File: src/rtl/ml_llr_out.sv
// LLR output stage: round/shift/saturate eight detector LLRs, buffer vectors, stream one LLR per beat.
// Optional LLR_SAT_CNT_EN adds o_sat_cnt, a saturating count of clipped LLRs in accepted vectors.
module ml_llr_out #(
  parameter int DATA_WIDTH = 20,
  parameter int OUT_WIDTH  = 8,
  parameter int FRAC_SHIFT = 8,
  parameter int DEPTH      = 2
) (
  input  logic                           i_clk,
  input  logic                           i_reset_n,
  input  logic                           i_valid,
  input  logic signed [DATA_WIDTH+1:0]   i_llr_x11,
  input  logic signed [DATA_WIDTH+1:0]   i_llr_x12,
  input  logic signed [DATA_WIDTH+1:0]   i_llr_x21,
  input  logic signed [DATA_WIDTH+1:0]   i_llr_x22,
  input  logic signed [DATA_WIDTH+1:0]   i_llr_x31,
  input  logic signed [DATA_WIDTH+1:0]   i_llr_x32,
  input  logic signed [DATA_WIDTH+1:0]   i_llr_x41,
  input  logic signed [DATA_WIDTH+1:0]   i_llr_x42,
  output logic                           o_valid,
  input  logic                           i_ready,
  output logic signed [OUT_WIDTH-1:0]    o_llr,
  output logic                           o_last,
  output logic                           o_overflow
`ifdef LLR_SAT_CNT_EN
  ,
  output logic [15:0]                    o_sat_cnt
`endif
);

  localparam int IW = DATA_WIDTH + 2;
  localparam int AW = DATA_WIDTH + 3;
  localparam int PW = $clog2(DEPTH);
  localparam int VW = 8 * OUT_WIDTH;
  localparam logic signed [AW-1:0] HALF = AW'(2 ** (FRAC_SHIFT - 1));
  localparam logic signed [AW-1:0] MAXQ = AW'(2 ** (OUT_WIDTH - 1) - 1);
  localparam logic signed [AW-1:0] MINQ = -MAXQ;

  function automatic logic signed [AW-1:0] round_shift(input logic signed [IW-1:0] x);
    logic signed [AW-1:0] ext;
    ext = {x[IW-1], x};
    return (ext + HALF) >>> FRAC_SHIFT;
  endfunction

  function automatic logic signed [OUT_WIDTH-1:0] saturate(input logic signed [AW-1:0] q);
    logic signed [AW-1:0] r;
    if (q > MAXQ)      r = MAXQ;
    else if (q < MINQ) r = MINQ;
    else               r = q;
    return r[OUT_WIDTH-1:0];
  endfunction

  function automatic logic clipped(input logic signed [AW-1:0] q);
    return (q > MAXQ) || (q < MINQ);
  endfunction

  typedef enum logic {IDLE, SEND} state_t;

  logic signed [IW-1:0] llr_in [8];
  logic signed [AW-1:0] q_p0   [8];
  logic [VW-1:0]        qvec_p0;
  logic                 push_p0;
  logic [VW-1:0]        mem [DEPTH];
  logic [PW:0]          wr_ptr, rd_ptr;
  logic [PW+1:0]        count;
  logic [2:0]           idx;
  logic                 full, pop, drop;
  logic [VW-1:0]        head;
  state_t               state_q, state_d;

  assign llr_in[0] = i_llr_x11;
  assign llr_in[1] = i_llr_x12;
  assign llr_in[2] = i_llr_x21;
  assign llr_in[3] = i_llr_x22;
  assign llr_in[4] = i_llr_x31;
  assign llr_in[5] = i_llr_x32;
  assign llr_in[6] = i_llr_x41;
  assign llr_in[7] = i_llr_x42;

  // p0: quantise at capture
  always_comb begin
    qvec_p0 = '0;
    for (int i = 0; i < 8; i++) begin
      q_p0[i] = round_shift(llr_in[i]);
      qvec_p0[i*OUT_WIDTH +: OUT_WIDTH] = saturate(q_p0[i]);
    end
  end

  assign full    = (wr_ptr ^ rd_ptr) == {1'b1, {PW{1'b0}}};
  assign pop     = (state_q == SEND) && i_ready && (idx == 3'd7);
  assign push_p0 = i_valid && (!full || pop);
  assign drop    = i_valid && full && !pop;
  assign head    = mem[rd_ptr[PW-1:0]];

  // FIFO storage: data only, never reset
  always_ff @(posedge i_clk) begin
    if (push_p0 && i_reset_n) mem[wr_ptr[PW-1:0]] <= qvec_p0;
  end

  always_ff @(posedge i_clk) begin
    if (!i_reset_n) begin
      state_q    <= IDLE;
      wr_ptr     <= '0;
      rd_ptr     <= '0;
      count      <= '0;
      idx        <= '0;
      o_overflow <= 1'b0;
    end else begin
      state_q <= state_d;
      if (push_p0) wr_ptr <= wr_ptr + 1'b1;
      if (pop)     rd_ptr <= rd_ptr + 1'b1;
      case ({push_p0, pop})
        2'b10:   count <= count + 1'b1;
        2'b01:   count <= count - 1'b1;
        default: count <= count;
      endcase
      if (o_valid && i_ready) idx <= idx + 3'd1;
      if (drop) o_overflow <= 1'b1;
    end
  end

  always_comb begin
    state_d = state_q;
    o_valid = 1'b0;
    o_llr   = '0;
    o_last  = 1'b0;
    case (state_q)
      IDLE: begin
        if (push_p0 || count != '0) state_d = SEND;
      end
      SEND: begin
        o_valid = 1'b1;
        o_llr   = head[idx*OUT_WIDTH +: OUT_WIDTH];
        o_last  = (idx == 3'd7);
        if (pop && !push_p0 && count == (PW+2)'(1)) state_d = IDLE;
      end
      default: state_d = IDLE;
    endcase
  end

`ifdef LLR_SAT_CNT_EN
  logic [7:0]  sat_flags_p0;
  logic [3:0]  sat_num_p0;
  logic [16:0] sat_sum;

  always_comb begin
    for (int i = 0; i < 8; i++) sat_flags_p0[i] = clipped(q_p0[i]);
    sat_num_p0 = 4'($countones(sat_flags_p0));
    sat_sum    = {1'b0, o_sat_cnt} + 17'(sat_num_p0);
  end

  always_ff @(posedge i_clk) begin
    if (!i_reset_n)   o_sat_cnt <= '0;
    else if (push_p0) o_sat_cnt <= sat_sum[16] ? 16'hFFFF : sat_sum[15:0];
  end
`endif

endmodule

File: config.mk
export PLATFORM = sky130hd
export DESIGN_NAME = ml_llr_out
export DESIGN_NICKNAME = d
export VERILOG_FILES = /design/src/rtl/ml_llr_out.sv
export SDC_FILE = /design/constraint.sdc
export NUM_CORES = 1
export LEC_CHECK = 0
export ABC_AREA = 1
export CAP_MARGIN = 20
export CORE_UTILIZATION = 45
export CTS_CLUSTER_SIZE = 16
export DETAILED_ROUTE_END_ITERATION = 8
export PLACE_DENSITY = 0.71
export SETUP_SLACK_MARGIN = 0.4
export SLEW_MARGIN = 15
export SYNTH_ARGS = -nofsm -noshare
export SYNTH_HDL_FRONTEND = slang
export SYNTH_SLANG_ARGS = --single-unit
File: constraint.sdc
create_clock -name i_clk -period 13.6 [get_ports i_clk]
set_input_delay 2.72 -clock i_clk [delete_from_list [all_inputs] [get_ports i_clk]]
set_output_delay 2.72 -clock i_clk [all_outputs]
set_load 0.1 [all_outputs]
# Yosys cells after proc, flatten, opt, wreduce, memory -nomap -nowiden
# Memories as Yosys holds them, arrays and structs flattened. A register that Yosys moved wholly into a read port is not among the register bits.
# Index checks and enable logic that the tools add are counted.
[word_totals]
register_bits = 12
latchBits = 0
ram_bits = 128
rom_bits = 0
in_bits = 180
out_inout_bits = 11
n_memories = 1
[memory_table]
columns = ["name", "words", "word_bits", "rd", "rd_ports_with_merged_regs", "write_ports", "line", "rtl"]
rows = [
  ["mem", 2, 64, 1, 1, 1, "63", "logic [VW-1:0] mem [DEPTH];"],
]
[op_classes]
addsub = 13
n_mul = 0
n_div = 0
order_cmp = 16
eq_ne = 5
n_shift = 1
mux = 27
bitwise = 2
reduce_logical = 16
[op_table]
columns = ["cell", "count"]
rows = [
  ["$add A22 B9 Y23 const B", 8],
  ["$mux W8", 17],
  ["$gt A15 B8 Y1 const B", 8],
  ["$lt A15 B8 Y1 const B", 8],
  ["$shiftx A64 B7 Y8", 1],
  ["$logic_and A1 B1 Y1", 9],
  ["$mux W1", 8],
  ["$add A3 B1 Y3 const B", 2],
  ["$pmux W3 S2", 1],
  ["$add A2 B1 Y2 const B", 2],
  ["$eq A2 B2 Y1 const B", 2],
  ["$eq A3 B1 Y1 const B", 1],
  ["$eq A3 B3 Y1 const B", 1],
  ["$logic_not A1 Y1", 3],
  ["$reduce_bool A3 Y1", 1],
  ["$sub A3 B1 Y3 const B", 1],
  ["$eq A2 B1 Y1 const B", 1],
  ["$logic_or A1 B1 Y1", 2],
  ["$pmux W1 S2", 1],
  ["$reduce_bool A2 Y1", 1],
  ["$xor A2 B2 Y2", 1],
  ["$not A1 Y1", 1],
]

# Longest topological paths before layout
# Gate-level depths: netlist (run 1).
[logic_depth]
ltp_word = 10
mapped_depth = 12
mapped_depth_nobuf = 12

# Least setup slack after synthesis (run 1)
# Ideal clock, no wire load.
[synth_timing]
path_kind = "input to register"
startpoint = "input i_ready"
endpoint = "memory mem[0][0] in the netlist's numbering, enable pin"
setup_time_ns = 0.565
arrival_time_ns = 7.544
required_time_ns = 13.035
slack_ns = 5.491
path_stages = 6
n_path_buf = 0
cell_sequence = "nand2_1 -> inv_1 -> nand2_1 -> inv_1 -> o21ai_1 -> nor3_1"
[synth_between]
elab_chain_cells = 7
[synth_rtl]
columns = ["element", "line", "rtl"]
rows = [
  ["start: declaration", "21", "input logic i_ready,"],
  ["$logic_and A1 B1 Y1 (2 in series)", "90", "assign pop = (state_q == SEND) && i_ready && (idx == 3'd7);"],
  ["net pop", "67", "logic full, pop, drop;"],
  ["$logic_or A1 B1 Y1", "91", "assign push_p0 = i_valid && (!full || pop);"],
  ["$logic_and A1 B1 Y1", "91", ""],
  ["$logic_and A1 B1 Y1", "97", "if (push_p0 && i_reset_n) mem[wr_ptr[PW-1:0]] <= qvec_p0;"],
  ["$mux W1", "97", ""],
  ["$mux W1 (not written as such)", "97", ""],
  ["end: declaration", "63", ""],
]
# The timed path passes the listed nets, and every way through them passes these cells.

==> results of run 1 <==
-- per-stage QoR --
stage / total power [mW] / hold slack (ns) / setup slack [ns] / cells / utilization [%]
after floorplan: 0.645 / 0.444 / 5.49 / 1411 / -
after global placement: 0.732 / 0.452 / 7.30 / 1807 / 53.5
after detailed placement: 0.736 / 0.466 / 7.28 / 1807 / 53.5
after CTS: 1.19 / 0.483 / 6.84 / 1839 / 56.3
after global routing: 1.24 / 0.520 / 6.65 / 1839 / 56.3
final: 1.19 / 0.484 / 6.90 / 1839 / 56.3
-- Yosys cell counts, types with 3 or more instances --
cell	instances	area share, %
sky130_fd_sc_hd__inv_2	5	0.19
sky130_fd_sc_hd__nor2_4	18	2.0
sky130_fd_sc_hd__dfxtp_1	13	2.6
sky130_fd_sc_hd__clkbuf_1	16	0.60
sky130_fd_sc_hd__a21oi_1	16	0.80
sky130_fd_sc_hd__o21bai_1	5	0.37
sky130_fd_sc_hd__xnor2_1	9	0.79
sky130_fd_sc_hd__clkinv_1	3	0.11
sky130_fd_sc_hd__o22ai_1	11	0.69
sky130_fd_sc_hd__ha_1	15	1.9
sky130_fd_sc_hd__or2_2	8	0.50
sky130_fd_sc_hd__o211ai_1	11	0.82
sky130_fd_sc_hd__o21ai_0	78	3.9
sky130_fd_sc_hd__nor2_1	204	7.6
sky130_fd_sc_hd__nand3b_1	24	1.8
sky130_fd_sc_hd__xor2_1	3	0.26
sky130_fd_sc_hd__inv_1	131	4.9
sky130_fd_sc_hd__o221ai_1	21	1.8
sky130_fd_sc_hd__nand3_1	126	6.3
sky130_fd_sc_hd__nand4_1	63	3.9
sky130_fd_sc_hd__buf_2	6	0.30
sky130_fd_sc_hd__edfxtp_1	128	38
sky130_fd_sc_hd__nand2_2	16	1.0
sky130_fd_sc_hd__nand2_1	461	17
sky130_fd_sc_hd__nor2_2	15	0.94
-- final timing paths --
kind,end,depth (start not counted),slack [ns]
max,o_llr[7],7,6.90
min,o_overflow,2,0.48
max reg2reg,mem[1][28],9,9.90
min reg2reg,o_overflow,2,0.48
-- cell usage in the layout, fill, tap and decap left out, types with 21 or more instances in the layout --
cell and instances:
sky130_fd_sc_hd__o221ai_1 21, sky130_fd_sc_hd__o21ai_0 78, sky130_fd_sc_hd__nand3_1 126, sky130_fd_sc_hd__nand3b_1 24, sky130_fd_sc_hd__nand2_1 461, sky130_fd_sc_hd__clkdlybuf4s50_1 134
sky130_fd_sc_hd__nand4_1 63, sky130_fd_sc_hd__nor2_1 203, sky130_fd_sc_hd__inv_1 131, sky130_fd_sc_hd__edfxtp_1 128
-- power groups by stage --
stage / registers, mW / logic [mW] / clock network [mW]
finish: 0.502 / 0.226 / 0.463
global route: 0.504 / 0.250 / 0.484
CTS: 0.502 / 0.225 / 0.467
detailed placement: 0.511 / 0.224 / 0
global placement: 0.511 / 0.221 / 0
floorplan: 0.513 / 0.132 / 0
-- cell families (layout without fill, tap and decap cells) --
family	after synthesis	in the layout
xor gates and xnor gates	12	12
and+or+nand+nor	938	938
adders and majority gates	15	15
AOI/OAI and AO/OA	144	144
buffers and inverters	161	309
DFF	141	141
-- worst min-delay path, cell delays in order (launching register included) --
cell and delay (ns):
sky130_fd_sc_hd__dfxtp_1 0.33, sky130_fd_sc_hd__a21oi_1 0.04, sky130_fd_sc_hd__nor2_1 0.07
-- final cells by class --
| type | instances | area [µm²] | area share [%] |
|---|---|---|---|
| multi-input combinational | 1109 | 5330 | 43.4 |
| sequential | 141 | 4100 | 33.4 |
| timing repair buffer | 138 | 1370 | 11.2 |
| inverter | 139 | 522 | 4.25 |
| clock buffer | 18 | 429 | 3.50 |
| tap | 280 | 350 | 2.85 |
| clock inverter | 14 | 169 | 1.38 |
-- registers in the layout, indices dropped and copies added, names as in the netlist, named ones only --
name,count
count,3
mem,128
state_q,1
idx,3
wr_ptr,2
o_overflow,1
rd_ptr,2
-- metal layers --
layer	vias up	share of wire [%]	global-route usage, %
li1	5008	-	-
met1	4340	48	31.4
met2	266	46	36.4
met3	18	5.6	2.95
met4	0	0.82	4.25
met5	-	0	0
==> impl_metrics.yaml, run 1 <==
outcome:
  outcome: "complete, no violations"
detailed_routing:
  drc_errors: 0
  num_vias: 9632
  first_pass_iteration_count_of_the_detailed_router: 7
  routedWlPerCell_um: 13.5
  via_per_instance_ratio: 5.24
  drtAntennaViolNets: 0
  initial_drt_markers: 661
  routed_wl_mm: 24.7
global_routing:
  overflow: 0
  grt_max_degree: 66
  global_route.usage.total_pct: 22.2
  grt_pass1_vias: 8656
  grt_antenna_before_repair: 0
  grt_first_pass_wirelength_mm: 40.7
worst_hold_path:
  type_of_the_most_critical_hold_path: "flop to flop"
  worst_min_path_start: "o_overflow"
die:
  chipWidth_um: 151
  initial_utilization_pct: 46.0
  die_height_um: 151
  pin_count: 191
  core_region_area_um2: 21800
  die-area_um2: 22900
  placement_rows: 54
logic_synthesis:
  combinational_family_with_the_most_area_after_synthesis: "simple AND/OR/NAND/NOR gates"
  synthSimpleGateAreaFrac_pct: 41.6
  synth.mux.area_fraction_pct: 0
  avgSynthCellArea_um2: 7.11
  synth_nets: 1606
  yosys.cell_types.count: 29
  synthesis.area_um2: 10000
  async_flop_share_pct: 0
  yosys_most_used_dff: "sky130_fd_sc_hd__edfxtp_1"
  synthXorXnorAreaFrac_pct: 1.05
  synth.ff_latch_count: 141
  yosys_warnings: 0
  synth_edf_count: 128
  synth_compound_gate_area_share_pct: 8.50
  synth_sequential_area_ratio_pct: 40.9
  postSynthCellCount: 1411
  yosys.area_share.adder_pct: 1.87
cts:
  post-cts-setup-buffer-count: 0
  clk_transition_reported_paths_ns: 0.06
  insertion_delay_ns: 0.41
  root_buffer_cell: "sky130_fd_sc_hd__clkbuf_16"
  clock_tree_from_tritoncts: "done"
  cts_buf_count: 17
  postCtsResizedCells: 0
  clock_sink_count: 141
  ctsHtreeMaxLevel: 4
  cts_max_path_buffers: 2
  holdBufCountCts: 0
layout:
  finish.net_count: 1741
  layout-drive-gt1-share_pct: 6.41
  finished_layout_cell_area_um2: 12300
  antennaDiodeCount: 0
  fillerInstances: 2031
  syn_to_final_growth_pct: 22.3
placement:
  place_area_um2: 11700
  place.detailed.hpwl_mm: 18.3
  port-buffer-count: 134
  gp_congestion: 0.849
sta:
  finalSetupViolCount: 0
  period_share_pct: 49.3
  hold_vio_cnt_final: 0
  fin_setup_tns_ns: 0
  max_clock_freq_ghz: 0.149
  worst_pin_slew_ns: 1.06
  timing.clock.skew_ns: 0.00644
  rsz0062_at_grt: "false"
  max_slew_margin_pct: 29.6
  fin_crit_ns: 6.70
  maxSlewViolCount: 0
setup_path:
  worstPathRequired_ns: 10.88
  critical_path.cell_chain: "buf_4 -> inv_2 -> o21ai_0 -> o221ai_1 -> nand3_1 -> a21oi_1 -> clkdlybuf4s50_1"
  path_delay_family: "buffers and inverters"
  timing.rr.start: "idx[1]"
  critical_path_class: "flop to output pin"
  cp_slowest_cell: "sky130_fd_sc_hd__clkdlybuf4s50_1"
  timing.critical_path.fanout_max: 65
  timing.critical_path.from_type: "flop"
  worst-endpoint-arrival_ns: 3.98
  critPathMaxStageDelay_ns: 1.19
  nature_of_the_critical_path_endpoint: "output pin"
  worstPathBufferInverterCount: 3
power:
  power.internal_mw: 0.864
  clockPowerShare_pct: 38.9
  comb_power_share_pct: 18.9
  p_seq_share_pct: 42.2
  vdd.ir_drop.worst_v: 0.0000944
  pwr_density_cell_nw_per_um2: 97.0
  switching_share_pct: 27.4
  switchingPower_mw: 0.327
  static-leakage-power_nw: 5.08
job:
  drv.max_cap_violation_count: 0
(Power assumes the default switching activity.)
==> run 2: changes to the inputs <==
Clock period 13.6 ns to 6.85 ns, I/O delays scaled along.
==> impl_metrics.yaml, run 2 (synthesis results as in run 1) <==
global_routing:
  global_route.usage.total_pct: 22.1
  grt_max_degree: 65
  grt_first_pass_wirelength_mm: 39.9
  grt_antenna_before_repair: 0
  overflow: 0
  grt_pass1_vias: 8548
cts:
  holdBufCountCts: 0
  ctsHtreeMaxLevel: 4
  post-cts-setup-buffer-count: 0
  cts_buf_count: 17
  postCtsResizedCells: 0
  clock_tree_from_tritoncts: "done"
  insertion_delay_ns: 0.42
  clock_sink_count: 141
  cts_max_path_buffers: 2
  clk_transition_reported_paths_ns: 0.06
  root_buffer_cell: "sky130_fd_sc_hd__clkbuf_16"
setup_path:
  critPathMaxStageDelay_ns: 1.20
  ff2ff_setup_slack_ns: 3.17
  timing.critical_path.fanout_max: 34
  timing.critical_path.from_type: "flop"
  rr_worst_depth: 9
  worstPathRequired_ns: 5.48
  critical_path_class: "flop to output pin"
  nature_of_the_critical_path_endpoint: "output pin"
  worst-endpoint-arrival_ns: 3.94
  cp_slowest_cell: "sky130_fd_sc_hd__clkdlybuf4s50_1"
  timing.rr.start: "idx[1]"
  critical_path.cell_chain: "buf_4 -> inv_1 -> o21ai_0 -> o221ai_1 -> o211ai_1 -> a21oi_1 -> clkdlybuf4s50_1"
  r2r-end: "mem[1][55]"
layout:
  commonest_non_fill_non_tap_cell_in_the_layout: "sky130_fd_sc_hd__nand2_1"
  multi_input_comb_area_um2: 5340
  finish.net_count: 1741
  syn_to_final_growth_pct: 21.9
  antennaDiodeCount: 0
  layout-drive-gt1-share_pct: 6.42
  layout.cells.most_common_list: "461 x sky130_fd_sc_hd__nand2_1, 203 x sky130_fd_sc_hd__nor2_1, 134 x sky130_fd_sc_hd__clkdlybuf4s50_1"
  number_of_flip_flops_under_the_largest_register_name: 128
  sequential_cell_area_in_the_final_layout_um2: 4100
  fillerInstances: 2065
die:
  initial_utilization_pct: 46.0
  pin_count: 191
  chipWidth_um: 151
  placement_rows: 54
  die_height_um: 151
  die-area_um2: 22900
  core_region_area_um2: 21800
placement:
  port-buffer-count: 134
  place.detailed.hpwl_mm: 18.2
  gp_congestion: 0.856
power:
  static-leakage-power_nw: 5.05
  vdd.ir_drop.worst_v: 0.000163
  pwr_density_cell_nw_per_um2: 187
  power_mw: 2.29
worst_hold_path:
  whs_endpoint: "count[2]"
  worstHoldPathCells: 2
  worst_min_path_start: "count[2]"
  type_of_the_most_critical_hold_path: "flop to flop"
job:
  drv.max_cap_violation_count: 0
sta:
  max_slew_margin_pct: 29.6
  maxSlewViolCount: 0
  fin_crit_ns: 5.31
  max_clock_freq_ghz: 0.188
  rsz0062_at_grt: "false"
  period_share_pct: 77.6
  finalSetupViolCount: 0
  fin_setup_tns_ns: 0
  timing.clock.skew_ns: 0.00781
  hold_vio_cnt_final: 0
  worst_pin_slew_ns: 1.05
detailed_routing:
  routed_wl_mm: 24.5
  drc_errors: 0
  num_vias: 9624
  drtAntennaViolNets: 0
  first_pass_iteration_count_of_the_detailed_router: 5
  routedWlPerCell_um: 13.3
  initial_drt_markers: 640
  via_per_instance_ratio: 5.24
outcome:
  outcome: "complete, no violations"
-- run 2: report_power, final --
group,internal [mW],total (mW),switching (mW)
sequential,0.983,0.998,0.0156
clock,0.498,0.849,0.352
combinational,0.160,0.447,0.287
total,1.64,2.29,0.654
-- run 2: final cells by class --
cell class,instances,area share (%)
Tap cell,280,2.86
Sequential cell,141,33.5
Clock buffer,18,3.51
Clock inverter,13,0.982
Multi-Input combinational cell,1109,43.6
Inverter,139,4.26
Timing Repair Buffer,138,11.2
-- run 2: through the flow --
stage	hold slack, ns	instance area, µm²	cells	setup WS (ns)	util (%)
after floorplan	0.444	10000	1411	1.67	-
after global placement	0.451	11700	1807	2.00	53.5
after detailed placement	0.466	11700	1807	1.98	53.5
after CTS	0.478	12200	1838	1.50	56.1
after global routing	0.515	12200	1838	1.37	56.1
final	0.474	12200	1838	1.54	56.1
-- run 2: worst max-delay path by stage --
stage,startpoint,to,slack [ns]
after global placement,idx[0],o_llr[6],2.00
after CTS,idx[0],o_llr[6],1.50
after floorplan,i_ready,mem[1][0],1.67
after detailed placement,idx[0],o_llr[7],1.98
after global routing,idx[0],o_llr[4],1.37
final,idx[0],o_llr[2],1.54
-- run 2: routing by layer --
metal	share of wire (%)	global-route usage, %
met1	48	30.6
met2	45	35.3
met3	5.3	3.43
met4	1.5	6.50
met5	0	0
-- run 2: critical path: cells and delay by family, from the launching register on --
family                 cells  cell delay (ns)
AO/OA/AOI/OAI              4             1.00
buffers and inverters      3             2.22
flip-flops                 1             0.29
==> run 3: changes to the inputs <==
Clock period 6.85 ns to 5.05 ns, I/O delays scaled along.
==> impl_metrics.yaml, run 3 (synthesis results as in run 1) <==
detailed_routing:
  drtAntennaViolNets: 0
  via_per_instance_ratio: 5.23
  num_vias: 9634
  initial_drt_markers: 609
  drc_errors: 0
  routedWlPerCell_um: 13.4
  routed_wl_mm: 24.7
  first_pass_iteration_count_of_the_detailed_router: 5
power:
  static-leakage-power_nw: 5.12
  switching_share_pct: 27.2
  switchingPower_mw: 0.867
  comb_power_share_pct: 19.2
  pwr_density_cell_nw_per_um2: 259
  power.internal_mw: 2.32
  p_seq_share_pct: 42.4
  vdd.ir_drop.worst_v: 0.000201
  clockPowerShare_pct: 38.5
setup_path:
  worstPathRequired_ns: 4.04
  critical_path_class: "flop to output pin"
  nature_of_the_critical_path_endpoint: "output pin"
  worst-endpoint-arrival_ns: 2.87
  timing.critical_path.from_type: "flop"
  timing.critical_path.fanout_max: 28
  ff2ff_setup_slack_ns: 2.23
cts:
  cts_buf_count: 17
  clock_sink_count: 141
  postCtsResizedCells: 0
  clock_tree_from_tritoncts: "done"
  cts_max_path_buffers: 2
  insertion_delay_ns: 0.42
  clk_transition_reported_paths_ns: 0.06
  post-cts-setup-buffer-count: 0
  root_buffer_cell: "sky130_fd_sc_hd__clkbuf_16"
  holdBufCountCts: 0
  ctsHtreeMaxLevel: 4
layout:
  antennaDiodeCount: 0
  layout-drive-gt1-share_pct: 7.04
  number_of_flip_flops_under_the_largest_register_name: 128
  layout.core_utilization_pct: 56.3
  layout.cells.most_common_list: "461 x sky130_fd_sc_hd__nand2_1, 203 x sky130_fd_sc_hd__nor2_1, 131 x sky130_fd_sc_hd__inv_1"
  commonest_non_fill_non_tap_cell_in_the_layout: "sky130_fd_sc_hd__nand2_1"
  syn_to_final_growth_pct: 22.5
  finish.net_count: 1746
sta:
  finalSetupViolCount: 0
  maxSlewViolCount: 0
  hold_vio_cnt_final: 0
  timing.clock.skew_ns: 0.00768
  fin_setup_tns_ns: 0
  fin_crit_ns: 3.88
  worst_pin_slew_ns: 0.959
  rsz0062_at_grt: "false"
  layout_setup_ws_ns: 1.17
  max_slew_margin_pct: 35.8
  period_share_pct: 76.9
  max_clock_freq_ghz: 0.257
die:
  chipWidth_um: 151
  core_region_area_um2: 21800
  pin_count: 191
  initial_utilization_pct: 46.0
  placement_rows: 54
  die_height_um: 151
  die-area_um2: 22900
global_routing:
  groute.layer.met2.usage_pct: 35.2
  overflow: 0
  grt_antenna_before_repair: 0
  grt_first_pass_wirelength_mm: 40.2
  global_route.usage.total_pct: 22.2
  globalRouteMet3Util_pct: 3.10
  grt_max_degree: 66
  grt_pass1_vias: 8553
  globalRoute.busiestLayer: "met2"
  grtUsageMet1_pct: 31.4
placement:
  place.detailed.hpwl_mm: 18.5
  gp_congestion: 0.869
  port-buffer-count: 134
  dpl_worst_slack_ns: 1.57
outcome:
  outcome: "complete, no violations"
job:
  drv.max_cap_violation_count: 0
worst_hold_path:
  type_of_the_most_critical_hold_path: "flop to flop"
## run 3: changes by cell type in the layout (fill, tap and decap cells not counted)
cell	previous run	this run
sky130_fd_sc_hd__clkinv_2	2	1
sky130_fd_sc_hd__clkbuf_1	1	2
sky130_fd_sc_hd__clkinvlp_4	6	2
sky130_fd_sc_hd__bufinv_16	1	3
sky130_fd_sc_hd__clkinv_4	2	3
sky130_fd_sc_hd__buf_12	0	1
sky130_fd_sc_hd__clkinv_1	3	6
sky130_fd_sc_hd__clkdlybuf4s50_1	134	125
sky130_fd_sc_hd__inv_6	2	0
sky130_fd_sc_hd__buf_4	4	17
## run 3: routing by layer
metal,part of all wire [%],up-vias,wire [µm]
met2,45,263,11000
met1,48,4315,11900
met3,5.0,28,1240
li1,-,5028,-
met4,1.8,0,451
met5,0,-,0
## run 3: final timing paths
| path | to | startpoint | depth (start not counted) |
|---|---|---|---|
| setup reg to reg | mem[1][31] | idx[0] | 10 |
| hold reg to reg | count[2] | count[2] | 2 |
| hold / removal | count[2] | count[2] | 2 |
| setup / recovery | o_llr[0] | flop | 6 |
## run 3: critical path, cell delays in order (launching register included)
cell and delay, ns:
sky130_fd_sc_hd__dfxtp_1 0.89, sky130_fd_sc_hd__buf_4 0.39, sky130_fd_sc_hd__o21ai_0 0.13, sky130_fd_sc_hd__o221ai_1 0.28
sky130_fd_sc_hd__nand3_1 0.11, sky130_fd_sc_hd__a21oi_1 0.28, sky130_fd_sc_hd__buf_4 0.35
## run 3: stage by stage
stage	hold WS, ns	cells	area, µm²	power (mW)
finish	0.476	1843	12300	3.19
global route	0.526	1843	12300	3.33
CTS	0.479	1843	12300	3.20
detailed placement	0.464	1812	11700	1.98
global placement	0.451	1812	11700	1.97
floorplan	0.444	1411	10000	1.73
## run 3: final cells by class
| cell class | instances | area [µm²] |
|---|---|---|
| Clock buffer | 19 | 433 |
| Clock inverter | 12 | 148 |
| Fill cell | 2082 | 9530 |
| Inverter | 139 | 522 |
| Multi-Input combinational cell | 1109 | 5340 |
| Sequential cell | 141 | 4100 |
| Tap cell | 280 | 350 |
| Timing Repair Buffer | 143 | 1400 |
## run 3: power by group through the flow
stage	clock network (mW)	logic (mW)	registers [mW]
after floorplan	0	0.357	1.38
after global routing	1.30	0.676	1.35
final	1.23	0.610	1.35
after CTS	1.24	0.610	1.35
after global placement	0	0.598	1.37
after detailed placement	0	0.607	1.37
